<file path="config.mk">
export PLATFORM = sky130hd
export DESIGN_NAME = pingpong_line_ctrl
export DESIGN_NICKNAME = d
export VERILOG_FILES = /design/src/rtl/pingpong_line_ctrl.sv
export SDC_FILE = /design/constraint.sdc
export NUM_CORES = 1
export LEC_CHECK = 0
export ABC_CLOCK_PERIOD_IN_PS = 1500
export CORE_MARGIN = 2
export CORE_UTILIZATION = 36
export DETAILED_ROUTE_END_ITERATION = 8
export GPL_TIMING_DRIVEN = 0
export HOLD_SLACK_MARGIN = 0.03
export SETUP_SLACK_MARGIN = 0.02
export SLEW_MARGIN = 5
export SYNTH_ARGS = -nofsm -noshare
export SYNTH_HDL_FRONTEND = slang
export SYNTH_SLANG_ARGS = --single-unit
</file>
<file path="constraint.sdc">
create_clock -name i_clk -period 1.5 [get_ports i_clk]
set_input_delay 0.45 -clock i_clk [delete_from_list [all_inputs] [get_ports i_clk]]
set_output_delay 0.45 -clock i_clk [all_outputs]
set_load 0.02 [all_outputs]
</file>
<file path="src/rtl/pingpong_line_ctrl.sv">
// rtl/pingpong_line_ctrl.sv - two-bank ping-pong line buffer sequencer
// Steers input beats into the filling bank and drains full banks line by line.
module pingpong_line_ctrl #(
    parameter int M          = 240,
    parameter int P          = 8,
    parameter int LINES      = 240,
    localparam int BEATS     = M / P,
    localparam int AW        = $clog2(BEATS),
    localparam int LW        = $clog2(LINES)
) (
    input  logic          i_clk,
    input  logic          i_rst,
    input  logic          i_frame_start,
    input  logic          i_in_valid,
    output logic          o_in_ready,
    output logic [1:0]    o_wr_en,
    output logic [AW-1:0] o_wr_addr,
    output logic [1:0]    o_rd_en,
    output logic [AW-1:0] o_rd_addr,
    input  logic          i_out_ready,
    output logic          o_out_valid,
    output logic          o_out_bank,
    output logic          o_out_last,
    output logic [LW-1:0] o_line_idx,
    output logic          o_frame_done,
    output logic          o_busy
);
    // Line counters need one extra bit so they can hold LINES itself.
    localparam int CW = LW + 1;
    localparam logic [1:0]    ST_EMPTY  = 2'd0;
    localparam logic [1:0]    ST_FILL   = 2'd1;
    localparam logic [1:0]    ST_FULL   = 2'd2;
    localparam logic [1:0]    ST_DRAIN  = 2'd3;
    localparam logic [AW-1:0] LAST_ADDR = AW'(BEATS - 1);
    localparam logic [CW-1:0] LINES_C   = CW'(LINES);
    localparam logic [CW-1:0] LAST_LINE = CW'(LINES - 1);

    logic [1:0][1:0] bank_st;
    logic            wr_sel;
    logic            rd_sel;
    logic            busy;
    logic [AW-1:0]   wr_addr;
    logic [AW-1:0]   rd_addr;
    logic [CW-1:0]   wr_lines;
    logic [CW-1:0]   rd_lines;
    logic            out_valid;
    logic            out_bank;
    logic            out_last;
    logic            frame_done;

    logic [1:0]      wr_st;
    logic [1:0]      rd_st;
    logic            in_ready;
    logic            accept;
    logic            wr_last;
    logic            issue;
    logic            rd_last;
    logic            frame_end;

    // FILL/EMPTY have bit1 clear, FULL/DRAIN have it set.
    always_comb begin
        wr_st     = bank_st[wr_sel];
        rd_st     = bank_st[rd_sel];
        in_ready  = busy && (wr_lines < LINES_C) && !wr_st[1];
        accept    = i_in_valid && in_ready;
        wr_last   = accept && (wr_addr == LAST_ADDR);
        issue     = i_out_ready && rd_st[1];
        rd_last   = issue && (rd_addr == LAST_ADDR);
        frame_end = rd_last && (rd_lines == LAST_LINE);
    end

    always_ff @(posedge i_clk) begin
        if (i_rst) begin
            bank_st    <= {ST_EMPTY, ST_EMPTY};
            wr_sel     <= 1'b0;
            rd_sel     <= 1'b0;
            busy       <= 1'b0;
            wr_addr    <= '0;
            rd_addr    <= '0;
            wr_lines   <= '0;
            rd_lines   <= '0;
            out_valid  <= 1'b0;
            out_bank   <= 1'b0;
            out_last   <= 1'b0;
            frame_done <= 1'b0;
        end else begin
            if (i_frame_start && !busy) begin
                busy     <= 1'b1;
                wr_lines <= '0;
                rd_lines <= '0;
            end
            if (accept) begin
                if (wr_last) begin
                    wr_addr          <= '0;
                    bank_st[wr_sel]  <= ST_FULL;
                    wr_sel           <= ~wr_sel;
                    wr_lines         <= wr_lines + 1'b1;
                end else begin
                    wr_addr          <= wr_addr + 1'b1;
                    bank_st[wr_sel]  <= ST_FILL;
                end
            end
            // Write and read always touch different banks: their states are disjoint.
            if (issue) begin
                if (rd_last) begin
                    rd_addr          <= '0;
                    bank_st[rd_sel]  <= ST_EMPTY;
                    rd_sel           <= ~rd_sel;
                    rd_lines         <= rd_lines + 1'b1;
                end else begin
                    rd_addr          <= rd_addr + 1'b1;
                    bank_st[rd_sel]  <= ST_DRAIN;
                end
            end
            if (frame_end) begin
                busy <= 1'b0;
            end
            out_valid  <= issue;
            out_bank   <= rd_sel;
            out_last   <= rd_last;
            frame_done <= frame_end;
        end
    end

    assign o_in_ready   = in_ready;
    assign o_wr_en      = {accept & wr_sel, accept & ~wr_sel};
    assign o_wr_addr    = wr_addr;
    assign o_rd_en      = {issue & rd_sel, issue & ~rd_sel};
    assign o_rd_addr    = rd_addr;
    assign o_out_valid  = out_valid;
    assign o_out_bank   = out_bank;
    assign o_out_last   = out_last;
    assign o_line_idx   = rd_lines[LW-1:0];
    assign o_frame_done = frame_done;
    assign o_busy       = busy;

    always_ff @(posedge i_clk) begin
        if (!i_rst) begin
            assert ((o_wr_en & o_rd_en) == 2'b00);
            assert (o_wr_en != 2'b11);
            assert (o_rd_en != 2'b11);
        end
    end
endmodule

</file>
* Word-level counts from Yosys, hierarchy flattened *
Index checks and enable logic that the tools add are counted.

word-level totals
  bits in registers = 39
  input port bits = 5

cells by class
  equality and inequality tests = 3
  mux-type cells = 21
  $lt $le $gt $ge = 5
  reduce and logical (&&, ||, !) cells = 15
  bitwise logic cells = 15
  add/sub/neg operators = 4

operators with widths
  operator                                                                       number
  9-bit 2-to-1 mux                                                               6
  4-bit 2-to-1 mux                                                               5
  9-bit by 1-bit adder with 9-bit output (second input constant)                 2
  2-bit 2-to-1 mux                                                               6
  5-bit by 1-bit adder with 5-bit output (second input constant)                 2
  5-bit equality test (second input constant)                                    2
  1-bit logical AND                                                              10
  5-bit 2-to-1 mux                                                               2
  9-bit by 8-bit equality test with 1-bit output (second input constant)         1
  9-bit by 8-bit less-than comparator with 1-bit output (second input constant)  1
  1-bit bitwise AND                                                              4
  2-bit bitwise AND                                                              2
  4-bit bitwise AND                                                              1
  2-bit demux with 1-bit select                                                  2
  1-bit by 2-bit less-than comparator with 1-bit output (second input constant)  2
  2-bit inverter                                                                 2
  4-bit inverter                                                                 1
  2-bit OR                                                                       2
  4-bit OR                                                                       1
  2-bit AND reduction                                                            2
  1-bit greater-or-equal comparator (second input constant)                      2
  1-bit zero test                                                                2
  1-bit inverter                                                                 2
  2-bit OR reduction                                                             1

* Depth between registers and ports, before layout *
Gate-level depths: netlist of run 1.

  depth in word-level cells = 12
  mapped depth = 8
  depth with buffers taken out = 6

* Worst setup path before layout of run 1 *
No wires, ideal clock.

  path type = register to register
  start = register rd_addr[0], in the netlist o_rd_addr[0]
  end = register rd_lines[8]
  slack = -283 ps
  data arrival time = 1708 ps
  cell stages (with the launch flop) = 6
  cell sequence = dfxtp_1 -> ha_1 -> and4_2 -> nand3_4 -> or4_1 -> a31oi_1

on the way
  word-level cells in the longest chain between the ends = 4

ends and longest elaborated chain
  what                      RTL line  text
  start: declaration        43        logic [AW-1:0] rd_addr;
  start signal: assignment  111       rd_addr <= rd_addr + 1'b1;
  5-bit equality test       68        rd_last = issue && (rd_addr == LAST_ADDR);
  1-bit logical AND         68
  9-bit 2-to-1 mux          105       if (rd_last) begin
  9-bit 2-to-1 mux          104       if (issue) begin
  end signal: assignment    109       rd_lines <= rd_lines + 1'b1;
  end: declaration          45        logic [CW-1:0] rd_lines;

No other way between the ends.
A chain may end at the register's enable or synchronous reset.

* Worst setup path after layout of run 1 *
  start = register wr_sel
  end = output port o_wr_en[0]

on the way
  word-level cells in the longest chain between the ends = 6
  elaborated cells on any way between the ends = 7

ends and longest elaborated chain
  what                                                 RTL line  text
  start: declaration                                   39        logic wr_sel;
  start signal: assignment                             96        wr_sel <= ~wr_sel;
  2-bit 2-to-1 mux (not written as such) (2 in a row)  62        wr_st = bank_st[wr_sel];
  1-bit zero test                                      64        in_ready = busy && (wr_lines < LINES_C) && !wr_st[1];
  1-bit logical AND                                    64
  1-bit logical AND                                    65        accept = i_in_valid && in_ready;
  1-bit bitwise AND *                                  126       assign o_wr_en = {accept & wr_sel, accept & ~wr_sel};
  end: declaration                                     16        output logic [1:0] o_wr_en,

Mark *: on every way between the ends. The rest lies on a longest branch, timed or not. The select of a mux whose other input is x is not followed.

==> results.toml, run 1 <==
[cells_and_area]
fin_util_pct = 60.3
area.sequential_sq_um = 801
stdcell_count = 343
fill_cells = 446
multi_input_area_sq_mm = 0.00127
fin_nets = 286
final_layout_size_suffix_gt1_share_pct = 50.4
n_antenna_cell = 0
area_growth_pct = 59.0
layout_commonest_cell = "buf_4"
final_cell_mix = "buf_4, nand2_1, dfxtp_1"

[setup_path]
cp.required_ns = 1.05
arrival_ns = 1.38
worstSetupPathType = "flop to primary output"
crit_fanout = 4
reg2reg_depth = 6
end_kind = "primary output"
start_kind = "flop"

[timing]
clock.fmax_mhz = 546
setup_viol = 26
rsz0062_at_grt = "true"
setup_slack_ns = -0.330
finalMaxSlewViolations = 0
worst_slew_pin_slew_ns = 0.780
fin_crit_sh_pct = 122
fin_crit_ns = 1.83
fin_tns_setup_ns = -2.77
hold_viol = 0
slew_headroom_pct = 48.0
finClkSkew_ns = 0.00773

[hold_path]
min_path_cells = 2
min_path_type = "flop to flop"

[floorplanning]
row_count = 25
initial_utilization_pct = 37.9
die_x_um = 75.2
die_area_sq_mm = 0.00566
die_h_um = 75.2
ios = 33
core_sq_mm = 0.00482

[synth]
synth_nets = 218
yosys_warnings = 0
synth-edff-count = 0
synthFlopType = "dfxtp_1"
ys_seq_area_share_pct = 40.5
synthCells = 207
synth_area_leaders = "dfxtp_1, buf_4, ha_1"
syn_avg_cell_area_sq_um = 8.82
synth.distinct_cells = 41
synthesis.area_sq_mm = 0.00183
synthDominantCellAreaShare_pct = 40.5
yosys_register_bits = 37
synth_top_area_cell = "dfxtp_1"
ys_async_sr_fraction_pct = 0

[pwr]
powerDensity_mw_per_mm2 = 628
ir_worst_vdd_v = 0.000462
leakage_nw = 1.10

[place]
pre_cts_slack_ns = -0.938
placed_cells = 304
place_congestion = 0.762
dp_hpwl_um = 2880
portBuffers = 30

[detailed_routing]
wl_um = 4880
drt_iter0_drc = 52
ant_nets = 0
vias = 1769
wl_per_cell_um = 14.2
dr.pass1.iters = 4
drc = 0
vias_per_cell = 5.16

[global_routing]
grt_pass1_wl_um = 7620
grt_pass1_vias = 1571
grt_use_total_pct = 17.8
overflow = 0
antenna_found_initial = 0
grt_max_degree = 12

[cts]
cts_buffer_depth = 2
root_buffer = "clkbuf_8"
clock-sinks = 37
cts_hold_buf = 0
clkTransAtPathRegs_ns = 0.08
cts_buffers = 5
tritoncts = "done"
h-tree-depth = 2
worst_skew_pair.late_latency_ns = 0.29

[run_status]
outcome = "finished, violations left"
violations = "setup timing"

[job]
maxCapViolations = 0
-- cells in the mapped netlist, types with 2 or more instances --
cell type and n:
nor2_1 15, a21oi_1 8, and4_1 5, nand2_1 19, buf_2 2, and3_1 8, inv_1 4, xor2_1 3
mux2i_1 4, or3_1 10, a41oi_1 2, nand4_1 4, nand3b_1 6, nor2b_1 3, o21ai_0 3, buf_4 10
ha_1 6, nand3_1 12, nor3_1 9, a31oi_1 7, xnor2_1 3, clkbuf_1 4, and2_1 2, o211ai_1 2
dfxtp_1 37, a211oi_1 4
-- final timing paths --
check	from	slack, ns	end
min reg2reg	wr_lines[7]$_SDFF_PP0_	0.46	wr_lines[7]$_SDFF_PP0_
min	wr_lines[7]$_SDFF_PP0_	0.46	wr_lines[7]$_SDFF_PP0_
max reg2reg	wr_sel$_SDFFE_PP0P_	-0.23	o_wr_addr[1]$_SDFFE_PP0N_
max	wr_sel$_SDFFE_PP0P_	-0.33	o_wr_en[0]
-- power by group --
part	internal (W)	switching [W]	total, W
Combinational	0.0000479	0.0000756	0.000124
Clock	0.000375	0.000353	0.000728
Sequential	0.000964	0.00000773	0.000972
-- layout make-up --
class	instances	area share [%]
clock buffers	8	3.10
well taps	67	2.89
multi-input cells	150	43.7
plain buffers	16	4.27
flip-flops and latches	37	27.6
inverters	4	0.517
repair buffers	61	18.0
-- metrics by stage --
| stage | hold WS (ns) | area, sq um | power (W) |
|---|---|---|---|
| detailed placement | 0.448 | 2310 | 0.00112 |
| global placement | 0.442 | 2310 | 0.00111 |
| CTS | 0.460 | 2750 | 0.00184 |
| finish | 0.458 | 2900 | 0.00182 |
| floorplan | 0.425 | 1930 | 0.00107 |
| global route | 0.481 | 2900 | 0.00189 |
-- worst max-delay path, stage by stage, from the launching register on --
cell and delay (ns):
dfxtp_4 0.36, mux2i_4 0.30, nand4_4 0.18, nor2_4 0.13
buf_6 0.12
-- sequential cells by signal (all words and copies together) (netlist names), 2 cells and up --
signal / count
o_rd_addr: 5
rd_lines: 9
o_wr_addr: 5
bank_st: 2
wr_lines: 9
-- cells by family (layout without fill, tap and decap cells) --
logic type | count (synthesis) | count (layout) | synth area share, %
muxes | 6 | 6 | 3.77
and+or+nand+nor | 101 | 101 | 31.2
AOI/OAI and AO/OA | 31 | 31 | 11.2
buffers and inverters | 20 | 89 | 6.30
adders and majority gates | 6 | 6 | 4.11
xor gates and xnor gates | 6 | 6 | 2.88
DFF | 37 | 37 | 40.5
-- per-layer routing --
metal  vias to the layer above  part of all wire [%]  track usage, %
met4                         0                  0.98            5.85
li1                        891                     -               -
met5                         -                     0               0
met2                        24                    49            28.9
met3                         4                   2.9            4.28
met1                       850                    47            23.4
-- what timing repair did --
action                     in CTS  in global routing
pin swaps                      22                 19
setup endpoints to repair      57                 48
gates cloned                    2                  0
gates resized for setup       130                 44
setup buffers                  23                  7
Power figures use the tool's default switching activity.
==> run 2, diff against run 1 <==
Settings changed: CTS_CLUSTER_SIZE set to 40.
==> results of run 2 <==
Same layout as run 1: the final DEF is identical, and so are final timing and power.
==> run 3, diff against run 2 <==
Settings changed: CORE_MARGIN 2 to unset.
==> results.toml, run 3 (synthesized netlist as in run 1, its figures left out) <==
[run_status]
outcome = "finished, violations left"
violations = "setup timing"

[cells_and_area]
fin_util_pct = 62.5
fin_nets = 288
layout_commonest_cell = "buf_4"
top_regs = "rd_lines x9, wr_lines x9"
area_growth_pct = 64.9
final_cell_mix = "buf_4, nand2_1, buf_6, dfxtp_4, dfxtp_1"
final_layout_size_suffix_gt1_share_pct = 53.2
n_antenna_cell = 0
finalInstanceArea_sq_mm = 0.00301
stdcell_count = 345

[timing]
clock.fmax_mhz = 542
finalMaxSlewViolations = 0
finClkSkew_ns = 0.0119
slew_headroom_pct = 51.3
rsz0062_at_grt = "true"
setup_slack_ns = -0.344
whs_ns = 0.455
fin_crit_ns = 1.84
worst_slew_pin_slew_ns = 0.730
hold_viol = 0
setup_viol = 22
fin_crit_sh_pct = 123

[cts]
cts_buffers = 5
cts_buffer_depth = 2
root_buffer = "clkbuf_8"
worst_skew_pair.late_latency_ns = 0.30
clkTransAtPathRegs_ns = 0.07
h-tree-depth = 2
cts_hold_buf = 0
tritoncts = "done"
clock-sinks = 37

[global_routing]
grt_pass1_vias = 1684
grt_use_total_pct = 20.4
grt_max_degree = 13
grt_pass1_wl_um = 8160
antenna_found_initial = 0
overflow = 0

[hold_path]
holdPathEnd = "wr_lines[7]$_SDFF_PP0_"
min_path_type = "flop to flop"
min_path_cells = 2
hold_start = "wr_lines[7]$_SDFF_PP0_"

[place]
dp_hpwl_um = 2910
portBuffers = 30
place_congestion = 0.778
dpl-instance-area_sq_mm = 0.00231
placed_cells = 304

[detailed_routing]
drt_iter0_drc = 71
drc = 0
dr.pass1.iters = 4
wl_um = 5150
vias = 1777
vias_per_cell = 5.15
ant_nets = 0
wl_per_cell_um = 14.9

[pwr]
leakage_nw = 1.14
ir_worst_vdd_v = 0.000401
powerDensity_mw_per_mm2 = 686
p_total_w = 0.00207

[floorplanning]
die_h_um = 73.2
initial_utilization_pct = 37.9
core_sq_mm = 0.00482
die_x_um = 73.2
row_count = 25
die_area_sq_mm = 0.00536
ios = 33

[setup_path]
reg2reg_depth = 7
start_kind = "flop"
worstSetupPathType = "flop to primary output"
arrival_ns = 1.39
timing.rr.end = "rd_lines[0]$_SDFF_PP0_"
r2r-start = "rd_sel$_SDFFE_PP0P_"
crit_fanout = 4
end_kind = "primary output"
reg2reg_setup_slack_ns = -0.20
cp.required_ns = 1.05

[job]
maxCapViolations = 0
==> run 3: cell types whose count changed in the layout (fill, tap and decap cells not counted), sizes merged <==
cell	delta
clkinv	+1
clkdlybuf4s15	-1
bufinv	+1
buf	+1
==> run 3: worst max path at each step <==
stage	start	slack, ns	end
4_1_cts	wr_sel$_SDFFE_PP0P_	-0.35	o_wr_en[0]
5_1_grt	wr_sel$_SDFFE_PP0P_	-0.40	o_wr_en[0]
3_3_place_gp	i_in_valid	-0.93	o_wr_en[0]
3_5_place_dp	i_in_valid	-0.95	o_wr_en[0]
2_1_floorplan	o_rd_addr[1]$_SDFFE_PP0P_	-0.06	rd_lines[8]$_SDFF_PP0_
6_report	wr_sel$_SDFFE_PP0P_	-0.34	o_wr_en[0]
==> run 3: timing repair <==
action / CTS / global route
gates cloned: 2 / 0
gates resized for setup: 140 / 49
setup endpoints to repair: 57 / 43
pin swaps: 24 / 18
buffers inserted: 24 / 9
==> run 3: final cells by class <==
type,instances,area (sq um)
clock buffer,6,93.8
multi-input combinational,150,1300
inverter,4,15.0
buffer,15,120
tap,67,83.8
timing repair buffer,64,554
sequential,37,808
clock inverter,2,35.0
fill,430,1800
==> run 3: power breakdown <==
group          switching, W  internal [W]
Clock              0.000385      0.000594
Combinational     0.0000764     0.0000439
Sequential       0.00000730      0.000960
Total              0.000468       0.00160
==> run 3: metal layers <==
metal,wire length [um],track usage (%)
met5,0,0
met4,97,9.15
met3,124,4.01
met2,2570,33.4
met1,2360,25.9
==> run 3: metrics by stage <==
step | setup TNS (ns) | worst slack, ns
CTS | -1.88 | -0.348
floorplan | -0.0617 | -0.0583
detailed placement | -14.32 | -0.947
global route | -3.68 | -0.403
finish | -2.08 | -0.344
global placement | -14.15 | -0.933
==> run 3: worst max-delay path: stages, from the launching register on <==
cell	delay, ns
dfxtp_4	0.37
mux2i_4	0.30
nand4_4	0.19
nor2_4	0.13
buf_6	0.12
